[config.mk]
export PLATFORM = sky130hd
export DESIGN_NAME = ntt_bram_stream_flat
export DESIGN_NICKNAME = d
export VERILOG_FILES = /design/src/rtl/ntt_stream_pkg.sv /design/src/rtl/ntt_bram_stream_if.sv /design/src/rtl/ntt_skid2.sv /design/src/rtl/ntt_bram_stream.sv /design/src/flat_wrapper.sv
export SDC_FILE = /design/constraint.sdc
export NUM_CORES = 1
export LEC_CHECK = 0
export CAP_MARGIN = 0
export CORE_ASPECT_RATIO = 0.75
export CORE_UTILIZATION = 47
export CTS_BUF_LIST = sky130_fd_sc_hd__clkbuf_4
export DETAILED_ROUTE_END_ITERATION = 16
export PLACE_DENSITY = 0.83
export SLEW_MARGIN = 20
export SYNTH_ARGS = -nofsm -noshare
export SYNTH_HDL_FRONTEND = slang
export SYNTH_SLANG_ARGS = --single-unit
[constraint.sdc]
create_clock -name clk -period 2.6 [get_ports clk]
set_input_delay 0.39 -clock clk [delete_from_list [all_inputs] [get_ports clk]]
set_output_delay 0.39 -clock clk [all_outputs]
set_load 0.02 [all_outputs]
[src/rtl/ntt_stream_pkg.sv]
// Shared types and helpers for the NTT BRAM streaming front-end.
package ntt_stream_pkg;

  localparam int unsigned MAX_AW = 32;

  typedef enum logic [1:0] {
    IDLE,
    LOAD,
    UNLOAD_ISSUE,
    UNLOAD_DRAIN
  } state_t;

  // Reverses the low w bits of v; bits at and above w come back as zero.
  function automatic logic [MAX_AW-1:0] bitrev(input logic [MAX_AW-1:0] v,
                                               input int unsigned      w);
    logic [MAX_AW-1:0] r;
    r = {<<{v}};
    return r >> (MAX_AW - w);
  endfunction

endpackage

[src/rtl/ntt_bram_stream_if.sv]
// Input and output valid/ready coefficient streams of the NTT BRAM front-end.
interface ntt_bram_stream_if #(
  parameter int DW = 18
);
  logic          in_valid;
  logic          in_ready;
  logic [DW-1:0] in_data;
  logic          out_valid;
  logic          out_ready;
  logic [DW-1:0] out_data;

  modport master (
    output in_valid, in_data, out_ready,
    input  in_ready, out_valid, out_data
  );

  modport slave (
    input  in_valid, in_data, out_ready,
    output in_ready, out_valid, out_data
  );
endinterface

[src/rtl/ntt_skid2.sv]
// Two-entry valid/ready output buffer; the head register drives the output directly.
module ntt_skid2 #(
  parameter int DW = 18
) (
  input  logic          clk,
  input  logic          rst,
  input  logic          i_push,
  input  logic [DW-1:0] i_data,
  input  logic          i_ready,
  output logic          o_valid,
  output logic [DW-1:0] o_data,
  output logic [1:0]    o_fill
);

  logic [DW-1:0] r_head;
  logic [DW-1:0] r_tail;
  logic [1:0]    r_fill;
  logic          w_pop;

  assign o_valid = (r_fill != 2'd0);
  assign o_data  = r_head;
  assign o_fill  = r_fill;
  assign w_pop   = o_valid & i_ready;

  always_ff @(posedge clk or posedge rst) begin
    if (rst) begin
      r_head <= '0;
      r_tail <= '0;
      r_fill <= '0;
    end else begin
      unique case ({i_push, w_pop})
        2'b10: begin
          if (r_fill == 2'd0) r_head <= i_data;
          else                r_tail <= i_data;
          r_fill <= r_fill + 2'd1;
        end
        2'b01: begin
          r_head <= r_tail;
          r_fill <= r_fill - 2'd1;
        end
        2'b11: begin
          // Pop and push together: the incoming word lands behind whatever remains.
          if (r_fill == 2'd2) begin
            r_head <= r_tail;
            r_tail <= i_data;
          end else begin
            r_head <= i_data;
          end
        end
        default: ;
      endcase
    end
  end

  a_no_overflow: assert property (@(posedge clk) disable iff (rst)
    !(i_push && !w_pop && r_fill == 2'd2));

endmodule

[src/rtl/ntt_bram_stream.sv]
// Streaming load/unload front-end for the NTT coefficient BRAM (1-cycle read latency).
module ntt_bram_stream
  import ntt_stream_pkg::*;
#(
  parameter int DW     = 18,
  parameter int AW     = 12,
  parameter int BITREV = 1
) (
  input  logic                clk,
  input  logic                rst,
  input  logic                start_load,
  input  logic                start_unload,
  ntt_bram_stream_if.slave    strm,
  output logic                busy,
  output logic                load_done,
  output logic                unload_done,
  output logic                bram_wr_en,
  output logic [AW-1:0]       bram_wr_addr,
  output logic [DW-1:0]       bram_wr_din,
  output logic [AW-1:0]       bram_rd_addr,
  input  logic [DW-1:0]       bram_rd_dout
);

  state_t        r_state;
  state_t        w_state_nxt;
  logic [AW-1:0] r_wcnt;
  logic [AW-1:0] r_rcnt;
  logic          r_inflight;
  logic          r_load_done;
  logic          r_unload_done;
  logic          w_wr_hs;
  logic          w_issue;
  logic          w_room;
  logic          w_pop;
  logic          w_load_fin;
  logic          w_unload_fin;
  logic [1:0]    w_fill;

  ntt_skid2 #(.DW(DW)) u_skid (
    .clk     (clk),
    .rst     (rst),
    .i_push  (r_inflight),
    .i_data  (bram_rd_dout),
    .i_ready (strm.out_ready),
    .o_valid (strm.out_valid),
    .o_data  (strm.out_data),
    .o_fill  (w_fill)
  );

  assign w_pop  = strm.out_valid & strm.out_ready;
  // Space left once this cycle's pop and the returning read are accounted for.
  assign w_room = ({1'b0, w_fill} + {2'b00, r_inflight}) < (3'd2 + {2'b00, w_pop});

  always_comb begin
    w_state_nxt  = r_state;
    w_wr_hs      = 1'b0;
    w_issue      = 1'b0;
    w_load_fin   = 1'b0;
    w_unload_fin = 1'b0;
    unique case (r_state)
      IDLE: begin
        if (start_load) begin
          w_state_nxt = LOAD;
        end else if (start_unload) begin
          // Address 0 goes out in the start cycle so the first word appears two cycles later.
          w_state_nxt = UNLOAD_ISSUE;
          w_issue     = 1'b1;
        end
      end
      LOAD: begin
        w_wr_hs = strm.in_valid;
        if (strm.in_valid && r_wcnt == '1) begin
          w_state_nxt = IDLE;
          w_load_fin  = 1'b1;
        end
      end
      UNLOAD_ISSUE: begin
        w_issue = w_room;
        if (w_room && r_rcnt == '1) w_state_nxt = UNLOAD_DRAIN;
      end
      UNLOAD_DRAIN: begin
        if (!r_inflight && (w_fill == 2'd0 || (w_fill == 2'd1 && w_pop))) begin
          w_state_nxt  = IDLE;
          w_unload_fin = 1'b1;
        end
      end
      default: w_state_nxt = IDLE;
    endcase
  end

  always_ff @(posedge clk or posedge rst) begin
    if (rst) begin
      r_state       <= IDLE;
      r_wcnt        <= '0;
      r_rcnt        <= '0;
      r_inflight    <= 1'b0;
      r_load_done   <= 1'b0;
      r_unload_done <= 1'b0;
    end else begin
      r_state       <= w_state_nxt;
      r_inflight    <= w_issue;
      r_load_done   <= w_load_fin;
      r_unload_done <= w_unload_fin;
      if (w_wr_hs) r_wcnt <= r_wcnt + 1'b1;
      if (w_issue) r_rcnt <= r_rcnt + 1'b1;
    end
  end

  assign strm.in_ready = (r_state == LOAD);
  assign busy          = (r_state != IDLE);
  assign load_done     = r_load_done;
  assign unload_done   = r_unload_done;
  assign bram_wr_en    = w_wr_hs;
  assign bram_wr_din   = w_wr_hs ? strm.in_data : '0;
  assign bram_wr_addr  = (BITREV != 0) ? AW'(bitrev(32'(r_wcnt), AW)) : r_wcnt;
  assign bram_rd_addr  = r_rcnt;

endmodule
[src/flat_wrapper.sv]
// flat-port wrapper written by rule: the top's interface ports become plain ports
module ntt_bram_stream_flat import ntt_stream_pkg::*;
#(
  parameter int DW     = 18,
  parameter int AW     = 12,
  parameter int BITREV = 1
)
  (clk, rst, start_load, start_unload, busy, load_done, unload_done, bram_wr_en, bram_wr_addr, bram_wr_din, bram_rd_addr, bram_rd_dout, strm_in_valid, strm_in_data, strm_out_ready, strm_in_ready, strm_out_valid, strm_out_data);
  ntt_bram_stream_if #(.DW(DW)) strm_i ();
  input  logic clk;
  input  logic rst;
  input  logic start_load;
  input  logic start_unload;
  output logic busy;
  output logic load_done;
  output logic unload_done;
  output logic bram_wr_en;
  output logic [AW-1:0] bram_wr_addr;
  output logic [DW-1:0] bram_wr_din;
  output logic [AW-1:0] bram_rd_addr;
  input  logic [DW-1:0] bram_rd_dout;
  input wire logic [$bits(strm_i.in_valid)-1:0] strm_in_valid;
  input wire logic [$bits(strm_i.in_data)-1:0] strm_in_data;
  input wire logic [$bits(strm_i.out_ready)-1:0] strm_out_ready;
  output wire logic [$bits(strm_i.in_ready)-1:0] strm_in_ready;
  output wire logic [$bits(strm_i.out_valid)-1:0] strm_out_valid;
  output wire logic [$bits(strm_i.out_data)-1:0] strm_out_data;
  assign strm_i.in_valid = strm_in_valid;
  assign strm_i.in_data = strm_in_data;
  assign strm_i.out_ready = strm_out_ready;
  assign strm_in_ready = strm_i.in_ready;
  assign strm_out_valid = strm_i.out_valid;
  assign strm_out_data = strm_i.out_data;
  ntt_bram_stream #(.DW(DW), .AW(AW), .BITREV(BITREV)) u_core (.clk(clk), .rst(rst), .start_load(start_load), .start_unload(start_unload), .strm(strm_i), .busy(busy), .load_done(load_done), .unload_done(unload_done), .bram_wr_en(bram_wr_en), .bram_wr_addr(bram_wr_addr), .bram_wr_din(bram_wr_din), .bram_rd_addr(bram_rd_addr), .bram_rd_dout(bram_rd_dout));
endmodule
# ---- Yosys cells after proc, flatten, opt, wreduce, memory -nomap -nowiden
# Cells that the tools add are included.
dict set report word_totals {
  reg_bits 67
  latch_bits 0
  ram_bits 0
  rom_bits 0
  input_bits 42
  out_inout_bits 66
  wordCells 72
  mem_count 0
}
dict set report op_classes {
  n_addsub 6
  mul 0
  div 0
  n_lt_le_gt_ge 1
  eq_ne 17
  shift 0
  muxes 22
  n_bitwise 1
  n_reduce_logical 16
}
# cell n
set ops {}
lappend ops {{$mux 18} 5}
lappend ops {{$pmux 18 s3} 1}
lappend ops {{$pmux 18 s2} 1}
lappend ops {{$add 12x1->12 const B} 2}
lappend ops {{$eq 12x12->1 const B} 2}
lappend ops {{$eq 2x2->1 const B} 5}
lappend ops {{$mux 2} 5}
lappend ops {{$ne 2x1->1 const B} 4}
lappend ops {{$pmux 2 s4} 1}
lappend ops {{$reduce_bool 2->1} 4}
lappend ops {{$mux 1} 7}
lappend ops {{$eq 2x1->1 const B} 3}
lappend ops {{$logic_and 1x1->1} 4}
lappend ops {{$logic_not 2->1} 2}
lappend ops {{$ne 2x2->1 const B} 2}
lappend ops {{$pmux 2 s2} 1}
lappend ops {{$reduce_and 4->1} 1}
lappend ops {{$add 2x1->3} 1}
lappend ops {{$add 2x1->3 const A} 1}
lappend ops {{$lt 3x3->1} 1}
lappend ops {{$ne 3x3->1 const B} 1}
lappend ops {{$reduce_and 3->1} 1}
lappend ops {{$reduce_bool 3->1} 1}
lappend ops {{$add 2x1->2 const B} 1}
lappend ops {{6 further kinds} 6}

# ---- Logic depth before layout (Yosys ltp)
dict set report logic_depth {
  ltp_word 7
  ltp_mapped 11
  depth_no_buf 10
}

# ---- Hierarchy
# A second synthesis with hierarchy kept.
dict set report unflattened {
  cells_unflattened 309
  hier_area_um2 3364.5
}
# module n_inst cells_per_inst area_each_um2
set modules_own_cells {}
lappend modules_own_cells {ntt_skid2 1 163 1839.3}
lappend modules_own_cells {ntt_bram_stream 1 146 1525.2}

# ---- Worst setup path after synthesis
# Ideal clock, no wire load.
dict set report synth_timing {
  kind {flip-flop to flip-flop}
  start {register u_core.u_skid.r_fill[0], in the netlist u_core.u_skid.o_fill[0]}
  end {register u_core.u_skid.r_tail[0]}
  setup_time_ns 0.125
  arrival_ns 2.266
  path_slack_ns 0.209
  stages_incl_launch_ff 12
  n_path_buf 1
  cell_sequence {dfrtp_1 > inv_1 > ha_1 > inv_1 > nand2_1 > inv_1 > ha_1 > nor2b_1 > a21oi_1 > o21ai_2 > buf_2 > mux2_2}
}
dict set report synth_between {
  elab_chain_cells 5
  word_cells_on_any_way 11
  cone_classes {eq/ne (5); mux (1); bitwise (1); reduce/logical (4)}
}
# element line_no
set synth_rtl {}
lappend synth_rtl {{start, declared} ntt_skid2.sv:17} ;# logic [1:0] r_fill;
lappend synth_rtl {{start signal, assigned} ntt_skid2.sv:35} ;# r_fill <= r_fill + 2'd1;
lappend synth_rtl {{start signal, assigned} ntt_skid2.sv:39} ;# r_fill <= r_fill - 2'd1;
lappend synth_rtl {{$reduce_bool 2->1 (*)} ntt_skid2.sv:20} ;# assign o_valid = (r_fill != 2'd0);
lappend synth_rtl {{via strm_out_valid} flat_wrapper.sv:26} ;# output wire logic [$bits(strm_i.out_valid)-1:0] strm_out_valid;
lappend synth_rtl {{$and 1x1->1 (*)} ntt_skid2.sv:23} ;# assign w_pop = o_valid & i_ready;
lappend synth_rtl {{$eq 2x2->1} ntt_skid2.sv:31} ;# unique case ({i_push, w_pop})
lappend synth_rtl {{$ne 2x2->1 (no source line) or $reduce_bool 2->1 (tied branches)} --}
lappend synth_rtl {{$reduce_and 3->1 (no source line)} --}
lappend synth_rtl {{end signal, assigned} ntt_skid2.sv:34} ;# else r_tail <= i_data;
lappend synth_rtl {{end signal, assigned} ntt_skid2.sv:45} ;# r_tail <= i_data;
lappend synth_rtl {{end, declared} ntt_skid2.sv:16} ;# logic [DW-1:0] r_tail;
# Mark *: on every way through the listed nets, which the timed path passes. The rest lies on a longest branch.
# A chain may end at the register's enable or synchronous reset.

# ---- Worst setup path after layout
dict set report layout_timing {
  start {register u_core.r_state[1]}
  end {output bram_wr_din[5]}
}
dict set report layout_between {
  elab_chain_cells 3
}
# element line_no
set layout_rtl {}
lappend layout_rtl {{start, declared} ntt_bram_stream.sv:24} ;# state_t r_state;
lappend layout_rtl {{start signal, assigned} ntt_bram_stream.sv:100} ;# r_state <= w_state_nxt;
lappend layout_rtl {{$eq 2x1->1} ntt_bram_stream.sv:60} ;# unique case (r_state)
lappend layout_rtl {{$mux 1} ntt_bram_stream.sv:60}
lappend layout_rtl {{$mux 18} ntt_bram_stream.sv:114} ;# assign bram_wr_din = w_wr_hs ? strm.in_data : '0;
lappend layout_rtl {{end, declared} flat_wrapper.sv:19} ;# output logic [DW-1:0] bram_wr_din;
# Every way passes these cells.

==> reports/qor.log <==
INFO  outcome        run_status=finished, final reports clean
INFO  synthesis      post_synth_edffs=0
INFO  drt            drt_first_iter_violations=113
INFO  critical_path  critical_path_class=register to output pin
INFO  drt            drt-wirelength-per-cell=14.7um
INFO  global_route   grt_pass1_vias=2266
INFO  floorplan      die_x=96.1um
INFO  pwr            irDropWorstVdd=0.758mV
INFO  cells_and_area final_nets=451
INFO  sta            fin_crit_sh=95.4%
INFO  clocking       cts_made_buffers=9
INFO  floorplan      std_cell_rows=25
INFO  critical_path  cp-startpoint=u_core.r_state[1]
INFO  cells_and_area fillCellCount=504
INFO  clocking       cts_hold_buf=0
INFO  clocking       cts_tree=yes
INFO  clocking       ctsRootBufferMaster=clkbuf_4
INFO  global_route   grt_max_degree=37
INFO  placed_design  port_buffers=107
INFO  pwr            leakagePower=0.00194uW
INFO  global_route   antenna_found_initial=0
INFO  floorplan      die_h=72.6um
INFO  cells_and_area antenna_cells_inserted=0
INFO  cells_and_area layout.cells.most_common=clkdlybuf4s50_1
INFO  clocking       clk_path_buf_depth=2
INFO  global_route   grt_pass1_wl=11100um
INFO  placed_design  routabilityCongestion=0.745
INFO  clocking       path_clk_slew=0.10ns
INFO  synthesis      synth_top_flop_cell=dfrtp_1
INFO  drt            drtAntennaViolNets=0
INFO  critical_path  arrival_time_worst_endpoint=2.09ns
INFO  synthesis      netlist-cell-type-count=34
INFO  clocking       cts_post_setup_buffers_inserted=0
INFO  floorplan      die-area=6980um^2
INFO  placed_design  placed_cells_incl_taps=467
INFO  global_route   globalRouteOverflowTotal=0
INFO  sta            hold_violations=0
INFO  pwr            pwr_density_cell=1020nW/um^2
INFO  sta            worst_clock_skew=0.00760ns
INFO  global_route   grt_util_all_layers=21.1%
INFO  critical_path  crit_path_start_kind=register
INFO  floorplan      start_util=49.2%
INFO  clocking       clock_latency_on_the_worst_skew_pair=0.39ns
INFO  drt            finalWirelength=7090um
INFO  drt            route.detailed.vias_per_inst=5.25
INFO  clocking       clock_sink_count=67
INFO  cells_and_area commonest_cells_after_routing_fill_and_taps_aside=clkdlybuf4s50_1 (106), dfrtp_1 (66), nand2_1 (32)
INFO  cells_and_area utilization=69.7%
INFO  synthesis      asyncSetResetFlopFracSynth=100%
INFO  sta            final_max_slew_violation_count=0
INFO  synthesis      synthesis.instances=285
INFO  floorplan      top_level_ports=108
INFO  cells_and_area syn_to_final_growth=41.7%
INFO  critical_path  reg2reg_from=u_core.u_skid.o_fill[0]
INFO  sta            rsz0062_at_grt=false
INFO  synthesis      ys_ff_latch=67
INFO  critical_path  timing.reg2reg.setup_slack=0.20ns
INFO  synthesis      ys_warn_count=0
INFO  drt            drc=0
INFO  critical_path  worstPathMaxFanout=8
INFO  sta            setup_viol=0
INFO  critical_path  critical_path_required=2.21ns
INFO  cells_and_area post_route_cells_drive_above_1_share=12.5%
INFO  synthesis      synth-seq-area-share=53.7%
INFO  clocking       h-tree-depth=3
INFO  sta            timing.fmax=403MHz
INFO  drt            vias=2529
INFO  placed_design  detailed_place_hpwl=5190um
INFO  drt            drt_pre_antenna_iters=5
INFO  sta            slew_headroom=60.0%
INFO  synthesis      synthesis.nets=337
INFO  synthesis      synthesis.area_per_instance=11.0um^2
INFO  synthesis      synth_area=3120um^2
INFO  hold_path      worst_hold_path_type=input port to async pin
INFO  floorplan      placeableCoreArea=6350um^2
INFO  cells_and_area finalNonFillerCells=482
INFO  sta            tightestPinTransition=0.597ns
INFO  critical_path  endpoint_kind=output pin
INFO  flow_run       max-cap-violations=0
INFO  sta            finalWorstPathRequiredPeriod=2.48ns
state kept, by name (all words and copies together), names as in the netlist:
signal,count
u_core.bram_rd_addr,12
u_core.load_done,1
u_core.r_inflight,1
u_core.r_state,2
u_core.r_wcnt,12
u_core.u_skid.o_data,18
u_core.u_skid.o_fill,2
u_core.u_skid.r_tail,18
u_core.unload_done,1
layout make-up:
type | count | area [um^2] | area share [%]
clock inverters | 4 | 21.3 | 0.481
well taps | 81 | 101 | 2.29
multi-input cells | 195 | 1360 | 30.8
repair buffers | 114 | 1140 | 25.7
flip-flops and latches | 67 | 1680 | 37.9
inverters | 10 | 41.3 | 0.933
clock buffers | 9 | 67.6 | 1.53
repair inverters | 2 | 12.5 | 0.283
power breakdown:
| group | total, uW | switching (uW) | internal [uW] |
|---|---|---|---|
| Combinational | 2240 | 1120 | 1110 |
| Clock | 508 | 333 | 175 |
| Sequential | 1760 | 303 | 1460 |
critical path: stages, from the launching register on:
cell	delay (ns)
dfrtp_2	0.46
nand2b_2	0.27
clkinvlp_2	0.19
and3_1	0.18
clkdlybuf4s50_1	0.60
cells in the mapped netlist (5+ instances only):
master	number	area share, %
a22oi_1	18	4.3
and3_1	19	3.8
clkbuf_1	9	1.1
dfrtp_1	67	54
ha_1	10	4.0
inv_1	10	1.2
mux2_2	19	6.9
nand2_1	32	3.8
nand3_1	8	1.3
nor2_1	8	0.96
nor3_1	5	0.80
o21ai_0	23	3.7
xnor2_1	17	4.8
xor2_1	7	2.0
layer usage:
metal,wire length (um),GRT usage [%],vias to the layer above
met4,15,4.48,0
met2,3430,32.5,66
met3,451,7.08,2
li1,-,-,1225
met1,3190,29.2,1236
met5,0,0,-
through the flow:
step	setup slack [ns]	TNS [ns]	instance area [um^2]	hold slack [ns]	total power, uW
detailed placement	-0.0244	-0.311	4310	0.469	4020
floorplan	0.209	0	3120	0.480	3210
global placement	0.105	0	4310	0.464	3920
finish	0.120	0	4420	0.313	4500
global route	0.00434	0	4420	0.309	4860
CTS	0.00162	0	4400	0.304	4540
kinds of logic after synthesis:
group | after synthesis | share of synthesized area, %
flops | 67 | 53.7
fa+ha+maj | 10 | 4.01
simple gates | 90 | 14.9
compound gates | 50 | 9.98
xor+xnor | 24 | 6.73
mux | 21 | 7.65
buf+inv | 23 | 3.08
worst paths after layout:
path,to,depth (start not counted)
min in group clk,u_core.u_skid.o_data[9],2
max in group asynchronous,u_core.u_skid.o_data[12],3
setup reg to reg,u_core.u_skid.r_tail[15],10
hold reg to reg,u_core.u_skid.o_data[9],2
setup / recovery,bram_wr_din[5],4
hold / removal,u_core.r_wcnt[3],2
timing repair:
action                     in CTS  in global routing
gates cloned                    0                  2
setup endpoints to repair      19                 37
gates resized for setup         2                  4
Power figures use the tool's default switching activity.
